<file path="src/rtl/uart_pkg.sv">
// Shared types and timing helpers for the UART receiver.
// UART_RX_PARITY_EN adds the PARITY state to the receiver FSM.
`timescale 1ns/1ps
package uart_pkg;

  localparam int DATA_BITS = 8;

  typedef enum logic [2:0] {
    ST_IDLE  = 3'd0,
    ST_START = 3'd1,
    ST_DATA  = 3'd2,
    ST_STOP  = 3'd3,
    ST_BREAK = 3'd4
`ifdef UART_RX_PARITY_EN
    , ST_PARITY = 3'd5
`endif
  } state_e;

  function automatic int clocks_per_baud(input int input_clock, input int baud);
    return input_clock / baud;
  endfunction

  function automatic int half_bit(input int clock_per_baud);
    return clock_per_baud / 2;
  endfunction

  function automatic logic even_parity(input logic [DATA_BITS-1:0] data);
    return ^data;
  endfunction

endpackage

</file>
<file path="src/rtl/uart_baud_counter.sv">
// Reloadable down-counter: after a load of N cycles, o_tick is high exactly N edges later.
`timescale 1ns/1ps
module uart_baud_counter
  import uart_pkg::*;
#(
  parameter int CLOCK_PER_BAUD = 138,
  parameter int HALF_BIT       = 69,
  localparam int CNT_W         = $clog2(CLOCK_PER_BAUD)
) (
  input  logic i_clk,
  input  logic i_rst_n,
  input  logic i_en,
  input  logic i_load_half,
  input  logic i_load_full,
  output logic o_tick
);

  logic [CNT_W-1:0] cnt_q, cnt_d;

  // Loads take priority; counting stops at zero until the next load.
  always_comb begin
    cnt_d = cnt_q;
    if (i_load_half) begin
      cnt_d = CNT_W'(HALF_BIT - 1);
    end else if (i_load_full) begin
      cnt_d = CNT_W'(CLOCK_PER_BAUD - 1);
    end else if (i_en && (cnt_q != '0)) begin
      cnt_d = cnt_q - CNT_W'(1);
    end else begin
      cnt_d = cnt_q;
    end
  end

  always_ff @(posedge i_clk) begin
    if (!i_rst_n) begin
      cnt_q <= '0;
    end else begin
      cnt_q <= cnt_d;
    end
  end

  assign o_tick = i_en && (cnt_q == '0);

endmodule

</file>
<file path="src/rtl/uart_receiver.sv">
// 8-bit UART receiver with acknowledge handshake, frame/overrun reporting and break handling.
// Define UART_RX_PARITY_EN for an even-parity bit between data and stop.
`timescale 1ns/1ps
module uart_receiver
  import uart_pkg::*;
#(
  parameter int INPUT_CLOCK = 16_000_000,
  parameter int BAUD        = 115_200
) (
  input  logic                 i_clk,
  input  logic                 i_rst_n,
  input  logic                 i_rx,
  output logic [DATA_BITS-1:0] o_data,
  output logic                 o_new_data,
  input  logic                 i_ack_data,
  output logic                 o_frame_err,
  output logic                 o_parity_err,
  output logic                 o_overrun,
  output logic                 o_busy
);

  localparam int CLOCK_PER_BAUD = clocks_per_baud(INPUT_CLOCK, BAUD);
  localparam int HALF_BIT       = half_bit(CLOCK_PER_BAUD);

  state_e               state_q, state_d;
  logic [2:0]           bit_cnt_q, bit_cnt_d;
  logic [DATA_BITS-1:0] shift_q, shift_d;
  logic [DATA_BITS-1:0] data_q, data_d;
  logic                 done_q, done_d;
  logic                 rx_prev_q;
  logic                 new_data_q, new_data_d;
  logic                 frame_err_q, frame_err_d;
  logic                 overrun_q, overrun_d;
  logic                 busy_q, busy_d;
  logic                 load_half_s, load_full_s, cnt_en_s, tick_s;
`ifdef UART_RX_PARITY_EN
  logic                 parity_err_q, parity_err_d;
  logic                 par_bad_q, par_bad_d;
`else
  logic                 par_bad_q;
  assign par_bad_q = 1'b0;
`endif

  assign cnt_en_s = (state_q != ST_IDLE) && (state_q != ST_BREAK);

  uart_baud_counter #(
    .CLOCK_PER_BAUD (CLOCK_PER_BAUD),
    .HALF_BIT       (HALF_BIT)
  ) u_baud_counter (
    .i_clk       (i_clk),
    .i_rst_n     (i_rst_n),
    .i_en        (cnt_en_s),
    .i_load_half (load_half_s),
    .i_load_full (load_full_s),
    .o_tick      (tick_s)
  );

  // Frame FSM; a start needs a falling edge so a line held low after reset is ignored.
  always_comb begin
    state_d     = state_q;
    bit_cnt_d   = bit_cnt_q;
    shift_d     = shift_q;
    done_d      = 1'b0;
    frame_err_d = 1'b0;
    load_half_s = 1'b0;
    load_full_s = 1'b0;
`ifdef UART_RX_PARITY_EN
    parity_err_d = 1'b0;
    par_bad_d    = par_bad_q;
`endif
    case (state_q)
      ST_IDLE: begin
        if (!i_rx && rx_prev_q) begin
          state_d     = ST_START;
          load_half_s = 1'b1;
        end else begin
          state_d = ST_IDLE;
        end
      end
      ST_START: begin
        if (tick_s) begin
          if (!i_rx) begin
            state_d     = ST_DATA;
            bit_cnt_d   = 3'd0;
            load_full_s = 1'b1;
`ifdef UART_RX_PARITY_EN
            par_bad_d   = 1'b0;
`endif
          end else begin
            state_d = ST_IDLE;
          end
        end else begin
          state_d = ST_START;
        end
      end
      ST_DATA: begin
        if (tick_s) begin
          shift_d     = {i_rx, shift_q[DATA_BITS-1:1]};
          bit_cnt_d   = bit_cnt_q + 3'd1;
          load_full_s = 1'b1;
          if (bit_cnt_q == 3'(DATA_BITS - 1)) begin
`ifdef UART_RX_PARITY_EN
            state_d = ST_PARITY;
`else
            state_d = ST_STOP;
`endif
          end else begin
            state_d = ST_DATA;
          end
        end else begin
          state_d = ST_DATA;
        end
      end
`ifdef UART_RX_PARITY_EN
      ST_PARITY: begin
        if (tick_s) begin
          state_d     = ST_STOP;
          load_full_s = 1'b1;
          if (i_rx != even_parity(shift_q)) begin
            parity_err_d = 1'b1;
            par_bad_d    = 1'b1;
          end else begin
            par_bad_d = 1'b0;
          end
        end else begin
          state_d = ST_PARITY;
        end
      end
`endif
      ST_STOP: begin
        if (tick_s) begin
          if (i_rx) begin
            state_d = ST_IDLE;
            done_d  = !par_bad_q;
          end else begin
            state_d     = ST_BREAK;
            frame_err_d = 1'b1;
          end
        end else begin
          state_d = ST_STOP;
        end
      end
      ST_BREAK: begin
        if (i_rx) begin
          state_d = ST_IDLE;
        end else begin
          state_d = ST_BREAK;
        end
      end
      default: begin
        state_d = ST_IDLE;
      end
    endcase
  end

  // Delivery and handshake: a completing frame with a same-cycle ack replaces the held byte.
  always_comb begin
    data_d     = data_q;
    new_data_d = new_data_q;
    overrun_d  = overrun_q;
    if (done_q) begin
      if (new_data_q && !i_ack_data) begin
        overrun_d = 1'b1;
      end else begin
        data_d     = shift_q;
        new_data_d = 1'b1;
        if (new_data_q) begin
          overrun_d = 1'b0;
        end else begin
          overrun_d = overrun_q;
        end
      end
    end else if (new_data_q && i_ack_data) begin
      new_data_d = 1'b0;
      overrun_d  = 1'b0;
    end else begin
      new_data_d = new_data_q;
    end
    busy_d = (state_d != ST_IDLE);
  end

  always_ff @(posedge i_clk) begin
    if (!i_rst_n) begin
      state_q     <= ST_IDLE;
      bit_cnt_q   <= 3'd0;
      shift_q     <= 8'h00;
      data_q      <= 8'h00;
      done_q      <= 1'b0;
      rx_prev_q   <= 1'b0;
      new_data_q  <= 1'b0;
      frame_err_q <= 1'b0;
      overrun_q   <= 1'b0;
      busy_q      <= 1'b0;
    end else begin
      state_q     <= state_d;
      bit_cnt_q   <= bit_cnt_d;
      shift_q     <= shift_d;
      data_q      <= data_d;
      done_q      <= done_d;
      rx_prev_q   <= i_rx;
      new_data_q  <= new_data_d;
      frame_err_q <= frame_err_d;
      overrun_q   <= overrun_d;
      busy_q      <= busy_d;
    end
  end

`ifdef UART_RX_PARITY_EN
  always_ff @(posedge i_clk) begin
    if (!i_rst_n) begin
      parity_err_q <= 1'b0;
      par_bad_q    <= 1'b0;
    end else begin
      parity_err_q <= parity_err_d;
      par_bad_q    <= par_bad_d;
    end
  end
  assign o_parity_err = parity_err_q;
`else
  assign o_parity_err = 1'b0;
`endif

  assign o_data      = data_q;
  assign o_new_data  = new_data_q;
  assign o_frame_err = frame_err_q;
  assign o_overrun   = overrun_q;
  assign o_busy      = busy_q;

endmodule

</file>
<file path="config.mk">
export PLATFORM = sky130hd
export DESIGN_NAME = uart_receiver
export DESIGN_NICKNAME = d
export VERILOG_FILES = /design/src/rtl/uart_pkg.sv /design/src/rtl/uart_baud_counter.sv /design/src/rtl/uart_receiver.sv
export SDC_FILE = /design/constraint.sdc
export NUM_CORES = 1
export LEC_CHECK = 0
export ABC_AREA = 1
export ABC_CLOCK_PERIOD_IN_PS = 1300
export BUFFER_PORTS_ARGS = -buffer_cell sky130_fd_sc_hd__buf_2
export CAP_MARGIN = 0
export CORE_ASPECT_RATIO = 0.7
export CORE_MARGIN = 2
export CORE_UTILIZATION = 47
export CTS_CLUSTER_SIZE = 28
export DETAILED_ROUTE_END_ITERATION = 10
export GPL_ROUTABILITY_DRIVEN = 0
export PLACE_DENSITY = 0.69
export RECOVER_POWER = 50
export SYNTH_ARGS = -nofsm -noshare
export SYNTH_HDL_FRONTEND = slang
export SYNTH_SLANG_ARGS = --single-unit
</file>
<file path="constraint.sdc">
create_clock -name i_clk -period 1.3 [get_ports i_clk]
set_input_delay 0.13 -clock i_clk [delete_from_list [all_inputs] [get_ports i_clk]]
set_output_delay 0.13 -clock i_clk [all_outputs]
set_load 0.05 [all_outputs]
</file>
==> flow_summary.ini, run 1 <==
[cts]
cts_root_buf = clkbuf_8
clock_latency_ns = 0.30
numCtsBuffers = 5
cts_sinks = 36
h-tree-depth = 2
cts_max_path_buffers = 2
cts_tree = done
clk_pin_slew_ns = 0.07

[floorplan]
start_util = 0.503
io_pins = 17
die_h_microns = 53.1
rows = 17
die_area_sq_mm = 0.00393
die_w_microns = 74.1
core-area_sq_mm = 0.00321

[setup_path]
timing.rr.start = u_baud_counter.cnt_q[0]$_SDFFE_PP0P_
rr_worst_depth = 9
cp_max_fo = 6
cp.arrival_ns = 1.53
reg2reg_to = bit_cnt_q[1]$_SDFFE_PN0P_
endpoint = bit_cnt_q[1]$_SDFFE_PN0P_
worstPathRequired_ns = 1.47
rrSetupSlack_ns = -0.06
path_cells = inv_2 -> ha_4 -> nand2_4 -> nor2_4 -> nand3_4 -> inv_4 -> nand2_2 -> o21ai_1 -> nor2_1
slowest_stage = dfxtp_2
end_kind = flop
critical_path_class = flop to flop
cp_slowest_stage_delay_ns = 0.32
crit_start = u_baud_counter.cnt_q[0]$_SDFFE_PP0P_
critPathLaunchType = flop

[logic_synthesis]
avgSynthCellArea_sq_um = 7.28
yosys_warnings = 0
syn-cell-area_sq_mm = 0.00162
netlist.area_leader.share = 0.446
synthCells = 222
ys_types = 27
ys_seq_area_frac = 0.446
syn_nets = 230
ys_top_cells_by_area = dfxtp_1 45%, nor2_1 11%, nand2_1 8.1%, o21ai_0 6.5%, inv_1 6.3%
ys_seq_elements = 36
yosys.area.top_type = dfxtp_1

[routing]
routed_wl_microns = 3920
dr.first_iter.drc_count = 122
num_vias = 1517
drc = 0
drt-wirelength-per-cell_microns = 12.6
vias_per_cell = 4.86
ant_nets = 0
first_pass_iters = 4

[global_route]
busiest_layer = met1
grt_use_met1 = 0.288
use_met2 = 0.278
grt_pass1_vias = 1306
antenna_found_initial = 0
grt_pass1_wl_microns = 5800
met3_usage = 0.0552
grt_max_degree = 19
gr-usage-all-layers = 0.199
gr-total-overflow = 0

[sta]
relSlewSlack = 0.535
layout_setup_ws_ns = -0.0590
clock-skew-final_ns = 0.0130
hold_viol_final = 0
fin_crit_sh = 1.05
fmax_ghz = 0.736
worstMarginPinSlew_ns = 0.697
grt_setup_unrepaired = true
holdWs_ns = 0.0310
maxSlewViolCount = 0
setup_viol = 7
final.min_clock_period_ns = 1.36

[placed_design]
placed_cell_area_sq_mm = 0.00189
portBuffers = 15
dp_hpwl_microns = 2570

[cells_and_area]
final_cell_mix = 42 x nor2_1, 30 x dfxtp_1, 26 x nand2_1, 23 x buf_4, 17 x inv_1
drive_gt1_frac = 0.396
nets = 273
mostFrequentLayoutCell = nor2_1
area.growth.synth_to_final_pct = 35.9
fin_util = 0.684
antenna_cells = 0
design_area_sq_mm = 0.00220

[power]
p_clk_frac = 0.372
p_sw_uw = 606
p_leak_uw = 0.00109
p_comb_frac = 0.140
finalPower_uw = 2320
vdd_drop_max_uv = 767
switching_share = 0.261
p_int_uw = 1710
p_seq_frac = 0.488
powerDensity_mw_per_mm2 = 1060

[worst_hold_path]
hold_path_class = input port to flop

[job]
drv_cap = 0

[run_status]
status = finished, violations left
violations = negative setup slack
-- per-layer routing --
layer	wire length (microns)	part of all wire
met1	2000	0.51
met2	1680	0.43
met3	199	0.051
met4	40	0.010
met5	0	0
-- state kept, by name, indices dropped and copies added (netlist names) --
signal,flops
bit_cnt_q,3
done_q,1
o_busy,1
o_data,8
o_frame_err,1
o_new_data,1
o_overrun,1
rx_prev_q,1
shift_q,8
state_q,3
u_baud_counter.cnt_q,8
-- worst min-delay path by stage --
stage | from | end | cells past startpoint
floorplan | i_ack_data | o_overrun$_SDFFE_PN0P_ | 1
global placement | i_ack_data | o_overrun$_SDFFE_PN0P_ | 2
detailed placement | i_ack_data | o_overrun$_SDFFE_PN0P_ | 2
CTS | i_ack_data | o_overrun$_SDFFE_PN0P_ | 2
global route | i_ack_data | o_overrun$_SDFFE_PN0P_ | 2
finish | i_ack_data | o_overrun$_SDFFE_PN0P_ | 2
-- synth_stat cells, drive strengths merged --
library cell and n:
nor3 2, ha 4, dfxtp 36, nand2 37
xor2 1, buf 3, conb 1, o21bai 1
o21ai 22, nand3 15, a211oi 1, clkbuf 1
nand4 5, nor2 55, inv 30, or2 1
o21a 1, a21oi 6
-- per-stage QoR --
step,worst slack (ns),setup TNS [ns],instances
floorplan,0.00445,0,222
global route,-0.153,-1.41,312
finish,-0.0590,-0.240,312
global placement,-0.0328,-0.0738,301
CTS,-0.0353,-0.264,309
detailed placement,-0.0817,-0.585,301
-- final cells by class --
type	count	area [sq um]
fill	267	1020
multi-input combinational	152	928
sequential	36	728
timing repair buffer	40	269
inverter	30	115
clock buffer	7	96.3
tap	47	58.8
-- worst max-delay path: cells and delay by family (launching register included) --
kind,cells,cell delay [ns]
AO/OA/AOI/OAI,1,0.07
adder cells (fa/ha/maj),1,0.15
buffers and inverters,2,0.19
flip-flops,1,0.32
AND/OR/NAND/NOR,5,0.51
-- kinds of logic (layout without fill, tap and decap cells) --
kind of cell,Yosys count,count (layout),share of synthesized area
adders and majority gates,4,4,0.0310
AOI/OAI and AO/OA,31,31,0.108
DFF,36,36,0.446
xor gates and xnor gates,1,1,0.00542
buffers and inverters,34,77,0.0837
and+or+nand+nor,115,115,0.324
other,1,1,0.00232
-- what timing repair did --
action                                  4_1_cts  5_1_grt
pin swaps                                    11       21
gates resized for setup                      22       41
hold buffers                                  0        0
setup buffers                                 1        3
endpoints found under the setup margin       19       23
-- power by group through the flow --
stage                     sequential [uW]  clock (uW)  combinational, uW
after CTS                            1130         873                265
after global placement               1150           0                244
after global routing                 1130         913                354
after floorplan                      1160           0                162
final                                1130         862                325
after detailed placement             1150           0                247
Note: power is estimated with default switching activity, not from simulation.
==> inputs of run 2 (changes only) <==
--- a/config.mk
+++ b/config.mk
@@ -15,6 +15,7 @@
 export CTS_CLUSTER_SIZE = 28
 export DETAILED_ROUTE_END_ITERATION = 10
 export GPL_ROUTABILITY_DRIVEN = 0
+export GPL_TIMING_DRIVEN = 0
 export PLACE_DENSITY = 0.69
 export RECOVER_POWER = 50
 export SYNTH_ARGS = -nofsm -noshare
==> constraint.sdc (replaced) <==
create_clock -name i_clk -period 1.3 [get_ports i_clk]
set_input_delay 0.195 -clock i_clk [delete_from_list [all_inputs] [get_ports i_clk]]
set_output_delay 0.195 -clock i_clk [all_outputs]
set_load 0.05 [all_outputs]
==> run 2 against run 1 <==
Effect of this change: the flow still finishes with violations (negative setup slack); global-route usage down 0.64 points; final cell count down 3.5%; design area down 7.2%; clock-buffer cell count down 2; largest cell class unchanged; highest routed layer unchanged.
==> flow_summary.ini, run 2 (synthesis results as in run 1) <==
[worst_hold_path]
min_from = i_ack_data
hold_path_class = input port to flop
hold_depth = 2
holdPathEnd = o_overrun$_SDFFE_PN0P_

[floorplan]
core-area_sq_mm = 0.00321
io_pins = 17
die_area_sq_mm = 0.00393
start_util = 0.503
die_h_microns = 53.1
rows = 17
die_w_microns = 74.1

[setup_path]
rr_worst_depth = 10
critical_path_class = flop to flop
cp_slowest_stage_delay_ns = 0.37
critPathLaunchType = flop
rrSetupSlack_ns = -0.08
worstPathRequired_ns = 1.50
slowest_stage = dfxtp_4
timing.rr.start = u_baud_counter.cnt_q[3]$_SDFFE_PP0P_
cp_max_fo = 4
end_kind = flop
cp.arrival_ns = 1.58
reg2reg_to = o_busy$_SDFF_PN0_
path_cells = nor2_4 -> nand2_2 -> nor2_4 -> nor2_1 -> nor2_1 -> nand2_1 -> nand2_1 -> inv_1 -> nor2_1 -> nand2_1

[cts]
clock_latency_ns = 0.30
postCtsHoldBufs = 0
clk_pin_slew_ns = 0.08
cts_max_path_buffers = 2
cts_tree = done
cts_root_buf = clkbuf_8
numCtsBuffers = 5
h-tree-depth = 2
cts_sinks = 36

[global_route]
gr-total-overflow = 0
gr-usage-all-layers = 0.193
antenna_found_initial = 0
grt_pass1_wl_microns = 5570
grt_max_degree = 13
grt_pass1_vias = 1247

[cells_and_area]
antenna_cells = 0
design_area_sq_mm = 0.00204
final_cell_mix = 45 x nor2_1, 29 x nand2_1, 29 x dfxtp_1, 21 x inv_1, 18 x o21ai_0
nets = 261
drive_gt1_frac = 0.303
mostFrequentLayoutCell = nor2_1
area.growth.synth_to_final_pct = 26.2

[sta]
grt_setup_unrepaired = true
setup_viol = 8
final.min_clock_period_ns = 1.38
hold_viol_final = 0
clock-skew-final_ns = 0.00714
maxSlewViolCount = 0
fmax_ghz = 0.723
fin_setup_tns_ns = -0.218
layout_setup_ws_ns = -0.0823
fin_crit_sh = 1.06

[routing]
drt-wirelength-per-cell_microns = 11.4
ant_nets = 0
first_pass_iters = 4
dr.first_iter.drc_count = 138
vias_per_cell = 4.72
num_vias = 1420
drc = 0
routed_wl_microns = 3440

[power]
powerDensity_mw_per_mm2 = 1180
p_seq_frac = 0.469
p_leak_uw = 0.00102
switching_share = 0.259
finalPower_uw = 2410
p_sw_uw = 624
p_int_uw = 1780
vdd_drop_max_uv = 696
p_clk_frac = 0.415
p_comb_frac = 0.116

[placed_design]
pre_cts_ws_ns = -0.165
dp_hpwl_microns = 2200
placed_cell_area_sq_mm = 0.00176
portBuffers = 15

[run_status]
status = finished, violations left
violations = negative setup slack

[job]
drv_cap = 0
-- run 2: cell types whose count changed in the layout (fill, tap and decap cells not counted), sizes merged --
cell      change
clkbuf       -14
bufinv        +1
clkinvlp      +1
clkinv        +1
-- run 2: layout make-up --
cell class	count	area, sq um
buffer	4	26.3
clock buffer	5	68.8
clock inverter	3	42.5
fill	288	1170
inverter	30	113
multi-input combinational	152	848
sequential	36	734
tap	47	58.8
timing repair buffer	24	146
-- run 2: per-layer routing --
| metal | track usage | share of wire | vias up |
|---|---|---|---|
| li1 | - | - | 761 |
| met1 | 0.282 | 0.54 | 625 |
| met5 | 0 | 0 | - |
| met3 | 0.0514 | 0.059 | 6 |
| met2 | 0.256 | 0.39 | 28 |
| met4 | 0.0970 | 0.011 | 0 |
-- run 2: worst max-delay path by stage --
stage                                                     from                                   end  slack [ns]  cells after the start
final                     u_baud_counter.cnt_q[3]$_SDFFE_PP0P_                     o_busy$_SDFF_PN0_       -0.08                     10
after global routing      u_baud_counter.cnt_q[1]$_SDFFE_PP0P_                     o_busy$_SDFF_PN0_       -0.16                     11
after CTS                 u_baud_counter.cnt_q[3]$_SDFFE_PP0P_                     o_busy$_SDFF_PN0_       -0.01                     10
after detailed placement  u_baud_counter.cnt_q[0]$_SDFFE_PP0P_                     o_busy$_SDFF_PN0_       -0.16                     11
after global placement    u_baud_counter.cnt_q[0]$_SDFFE_PP0P_                     o_busy$_SDFF_PN0_       -0.17                     11
after floorplan           u_baud_counter.cnt_q[0]$_SDFFE_PP0P_  u_baud_counter.cnt_q[4]$_SDFFE_PP0P_       0.004                     10
-- run 2: power by group through the flow --
stage / Sequential (uW) / Combinational, uW / Clock [uW]
global route: 1130 / 308 / 1050
finish: 1130 / 279 / 999
global placement: 1150 / 205 / 0
CTS: 1130 / 242 / 1010
detailed placement: 1150 / 206 / 0
floorplan: 1160 / 162 / 0
-- run 2: timing repair --
item / in CTS / in global routing
endpoints found under the setup margin: 23 / 22
pin swaps: 8 / 7
resized for setup: 18 / 21
buffers inserted: 4 / 4
gates cloned: 1 / 0
hold endpoints to repair: 0 / 0
-- run 2: worst max-delay path, delay by kind of cell (launching register included) --
family / cells / cell delay [ns]
flops: 1 / 0.37
buf+inv: 1 / 0.05
simple gates: 9 / 0.87
-- run 2: metrics by stage --
step / instances / hold WS (ns) / util
global route: 301 / 0.0970 / 0.635
floorplan: 222 / 0.295 / -
global placement: 284 / 0.401 / 0.547
CTS: 297 / 0.0882 / 0.609
finish: 301 / 0.0835 / 0.635
detailed placement: 284 / 0.399 / 0.547
==> inputs of run 3 (changes only) <==
--- a/config.mk
+++ b/config.mk
@@ -16,8 +16,9 @@
 export DETAILED_ROUTE_END_ITERATION = 10
 export GPL_ROUTABILITY_DRIVEN = 0
 export GPL_TIMING_DRIVEN = 0
-export PLACE_DENSITY = 0.69
+export PLACE_DENSITY = 0.68
 export RECOVER_POWER = 50
 export SYNTH_ARGS = -nofsm -noshare
 export SYNTH_HDL_FRONTEND = slang
+export SYNTH_HIERARCHICAL = 1
 export SYNTH_SLANG_ARGS = --single-unit
==> run 3 against run 2 <==
Effect of this change: the run still ends with negative setup slack left; sequential share of layout area down 3.1 points; non-clock buffer count increased by 10; global-route usage hardly changed; sequential cell count did not move; routed wire length is 12% higher; clock-buffer cell count stayed put; critical path depth rose by 3.
==> flow_summary.ini, run 3 <==
[logic_synthesis]
synth_most_common_cell = inv_1
ys_seq_area_frac = 0.433
ys_seq_elements = 36
synthCells = 222
ys_types = 31
syn-cell-area_sq_mm = 0.00167
syn_nets = 230
synth_commonest_cells = 38 x inv_1, 36 x dfxtp_1, 29 x nand2_1
avgSynthCellArea_sq_um = 7.50
netlist.area_leader.share = 0.433
yosys_warnings = 6
yosys_most_used_dff = dfxtp_1
synthArstFlopShare = 0
yosys.area.top_type = dfxtp_1
synth_edf_count = 0
ys_top_cells_by_area = dfxtp_1 43%, inv_1 8.6%, nand2_1 6.5%, a21oi_1 6.0%, nand3_1 5.7%

[cts]
clock_latency_ns = 0.30
clk_pin_slew_ns = 0.08
numCtsBuffers = 5
cts_root_buf = clkbuf_8
cts_max_path_buffers = 2
cts_tree = done
cts_sinks = 36
h-tree-depth = 2
postCtsHoldBufs = 0

[floorplan]
start_util = 0.480
io_pins = 17
rows = 18
die_w_microns = 75.1
die_area_sq_mm = 0.00404
die_h_microns = 53.8
core-area_sq_mm = 0.00347

[global_route]
antenna_found_initial = 0
gr-total-overflow = 0
gr-usage-all-layers = 0.193
grt_pass1_vias = 1260
grt_max_degree = 13
grt_pass1_wl_microns = 5750

[sta]
clock-skew-final_ns = 0.0115
grt_setup_unrepaired = true
layout_setup_ws_ns = -0.437
final.min_clock_period_ns = 1.74
worstMarginPinSlew_ns = 0.550
setup_viol = 24
holdWs_ns = 0.0832
relSlewSlack = 0.633
fmax_ghz = 0.576
hold_viol_final = 0
fin_setup_tns_ns = -7.38
fin_crit_sh = 1.34
maxSlewViolCount = 0

[power]
p_clk_frac = 0.337
p_sw_uw = 728
switching_share = 0.302
p_int_uw = 1680
p_leak_uw = 0.00106
vdd_drop_max_uv = 918
p_seq_frac = 0.481
powerDensity_mw_per_mm2 = 1080
p_comb_frac = 0.182

[placed_design]
portBuffers = 15
pre_cts_ws_ns = -0.535
dp_hpwl_microns = 2260

[run_status]
status = finished, violations left
violations = negative setup slack

[routing]
vias_per_cell = 4.88
drt-wirelength-per-cell_microns = 12.4
dr.first_iter.drc_count = 81
routed_wl_microns = 3860
ant_nets = 0
first_pass_iters = 5
drc = 0
num_vias = 1524

[cells_and_area]
final_cell_mix = 31 x inv_1, 27 x dfxtp_1, 26 x nand2_1, 19 x nor2_1
area.growth.synth_to_final_pct = 33.9
fin_util = 0.643
drive_gt1_frac = 0.382
antenna_cells = 0
mostFrequentLayoutCell = inv_1
nets = 269
fillerInstances = 310

[setup_path]
rr_worst_depth = 13
rrSetupSlack_ns = -0.44
critPathLaunchType = flop
cp.arrival_ns = 1.93
end_kind = flop
reg2reg_to = u_baud_counter/cnt_q[2]$_SDFFE_PN0P_
critical_path_class = flop to flop
worstPathRequired_ns = 1.49
timing.rr.start = u_baud_counter/cnt_q[1]$_SDFFE_PP0N_
cp_max_fo = 8

[worst_hold_path]
min_from = i_ack_data
holdPathEnd = o_overrun$_SDFFE_PN0P_
hold_depth = 2
hold_path_class = input port to flop

[job]
drv_cap = 0
[run 3: cell count changes after synthesis, sizes merged, moves of 2 or more]
cell	delta
inv	+8
nand2	-6
nand4	-3
a21oi	+15
o21ai	-2
nand3b	+3
nand3	+5
nor3	+3
nor2	-26
[run 3: what timing repair did]
action                     4_1_cts  5_1_grt
pin swaps                       12        7
cloned                           0        1
setup buffers                   13        5
resized for setup               30       22
setup endpoints to repair       25       25
[run 3: final cells by class]
cell class | instances | area (sq um) | area share
Tap cell | 50 | 62.6 | 0.0281
Inverter | 38 | 155 | 0.0696
Timing Repair Buffer | 33 | 239 | 0.107
Clock inverter | 3 | 18.8 | 0.00842
Clock buffer | 5 | 68.8 | 0.0309
Multi-Input combinational cell | 142 | 917 | 0.411
Buffer | 5 | 33.8 | 0.0152
Sequential cell | 36 | 734 | 0.329
[run 3: through the flow]
stage | total power [uW] | area [sq um] | instances
after floorplan | 1460 | 1700 | 222
after global placement | 1510 | 1840 | 287
after detailed placement | 1520 | 1840 | 287
after CTS | 2360 | 2100 | 308
after global routing | 2490 | 2230 | 312
final | 2410 | 2230 | 312
[run 3: metal layers]
layer / GRT usage / part of all wire / wire [microns] / vias to the layer above
met5: 0 / 0 / 0 / -
met4: 0.0439 / 0.015 / 57 / 0
met3: 0.0562 / 0.042 / 161 / 6
met2: 0.304 / 0.44 / 1690 / 27
met1: 0.265 / 0.51 / 1950 / 701
li1: - / - / - / 790
[run 3: kinds of logic after synthesis]
logic type | share of synthesized area
other | 0.00225
adder cells (fa/ha/maj) | 0.0301
flip-flops | 0.433
XOR/XNOR | 0.0105
AND/OR/NAND/NOR | 0.274
AO/OA/AOI/OAI | 0.141
buffers and inverters | 0.109
[run 3: worst max-delay path, stage by stage (launching register included)]
cell and delay (ns):
dfxtp_2 0.33, inv_2 0.07, ha_4 0.14, nand2_4 0.05
nor3_4 0.27, nand3_2 0.12, buf_6 0.13, and2_4 0.17
inv_6 0.08, inv_8 0.05, nand3_2 0.06, nand3_1 0.07
nand2_1 0.06, inv_1 0.04
[run 3: power by group through the flow]
| stage | Clock, uW | Combinational, uW | Sequential [uW] |
|---|---|---|---|
| finish | 810 | 439 | 1160 |
| global route | 850 | 476 | 1160 |
| CTS | 802 | 401 | 1150 |
| detailed placement | 0 | 337 | 1180 |
| global placement | 0 | 333 | 1180 |
| floorplan | 0 | 279 | 1180 |
[run 3: worst max-delay path by stage]
stage / depth (start not counted) / slack, ns / startpoint / to
2_1_floorplan: 12 / -0.35 / u_baud_counter/cnt_q[3]$_SDFFE_PP0P_ / u_baud_counter/cnt_q[7]$_SDFFE_PP0P_
3_3_place_gp: 12 / -0.51 / u_baud_counter/cnt_q[2]$_SDFFE_PN0P_ / u_baud_counter/cnt_q[7]$_SDFFE_PP0P_
3_5_place_dp: 11 / -0.53 / u_baud_counter/cnt_q[2]$_SDFFE_PN0P_ / u_baud_counter/cnt_q[0]$_SDFFE_PP0P_
4_1_cts: 13 / -0.39 / u_baud_counter/cnt_q[1]$_SDFFE_PP0N_ / u_baud_counter/cnt_q[2]$_SDFFE_PN0P_
5_1_grt: 13 / -0.54 / u_baud_counter/cnt_q[1]$_SDFFE_PP0N_ / u_baud_counter/cnt_q[2]$_SDFFE_PN0P_
6_report: 13 / -0.44 / u_baud_counter/cnt_q[1]$_SDFFE_PP0N_ / u_baud_counter/cnt_q[2]$_SDFFE_PN0P_
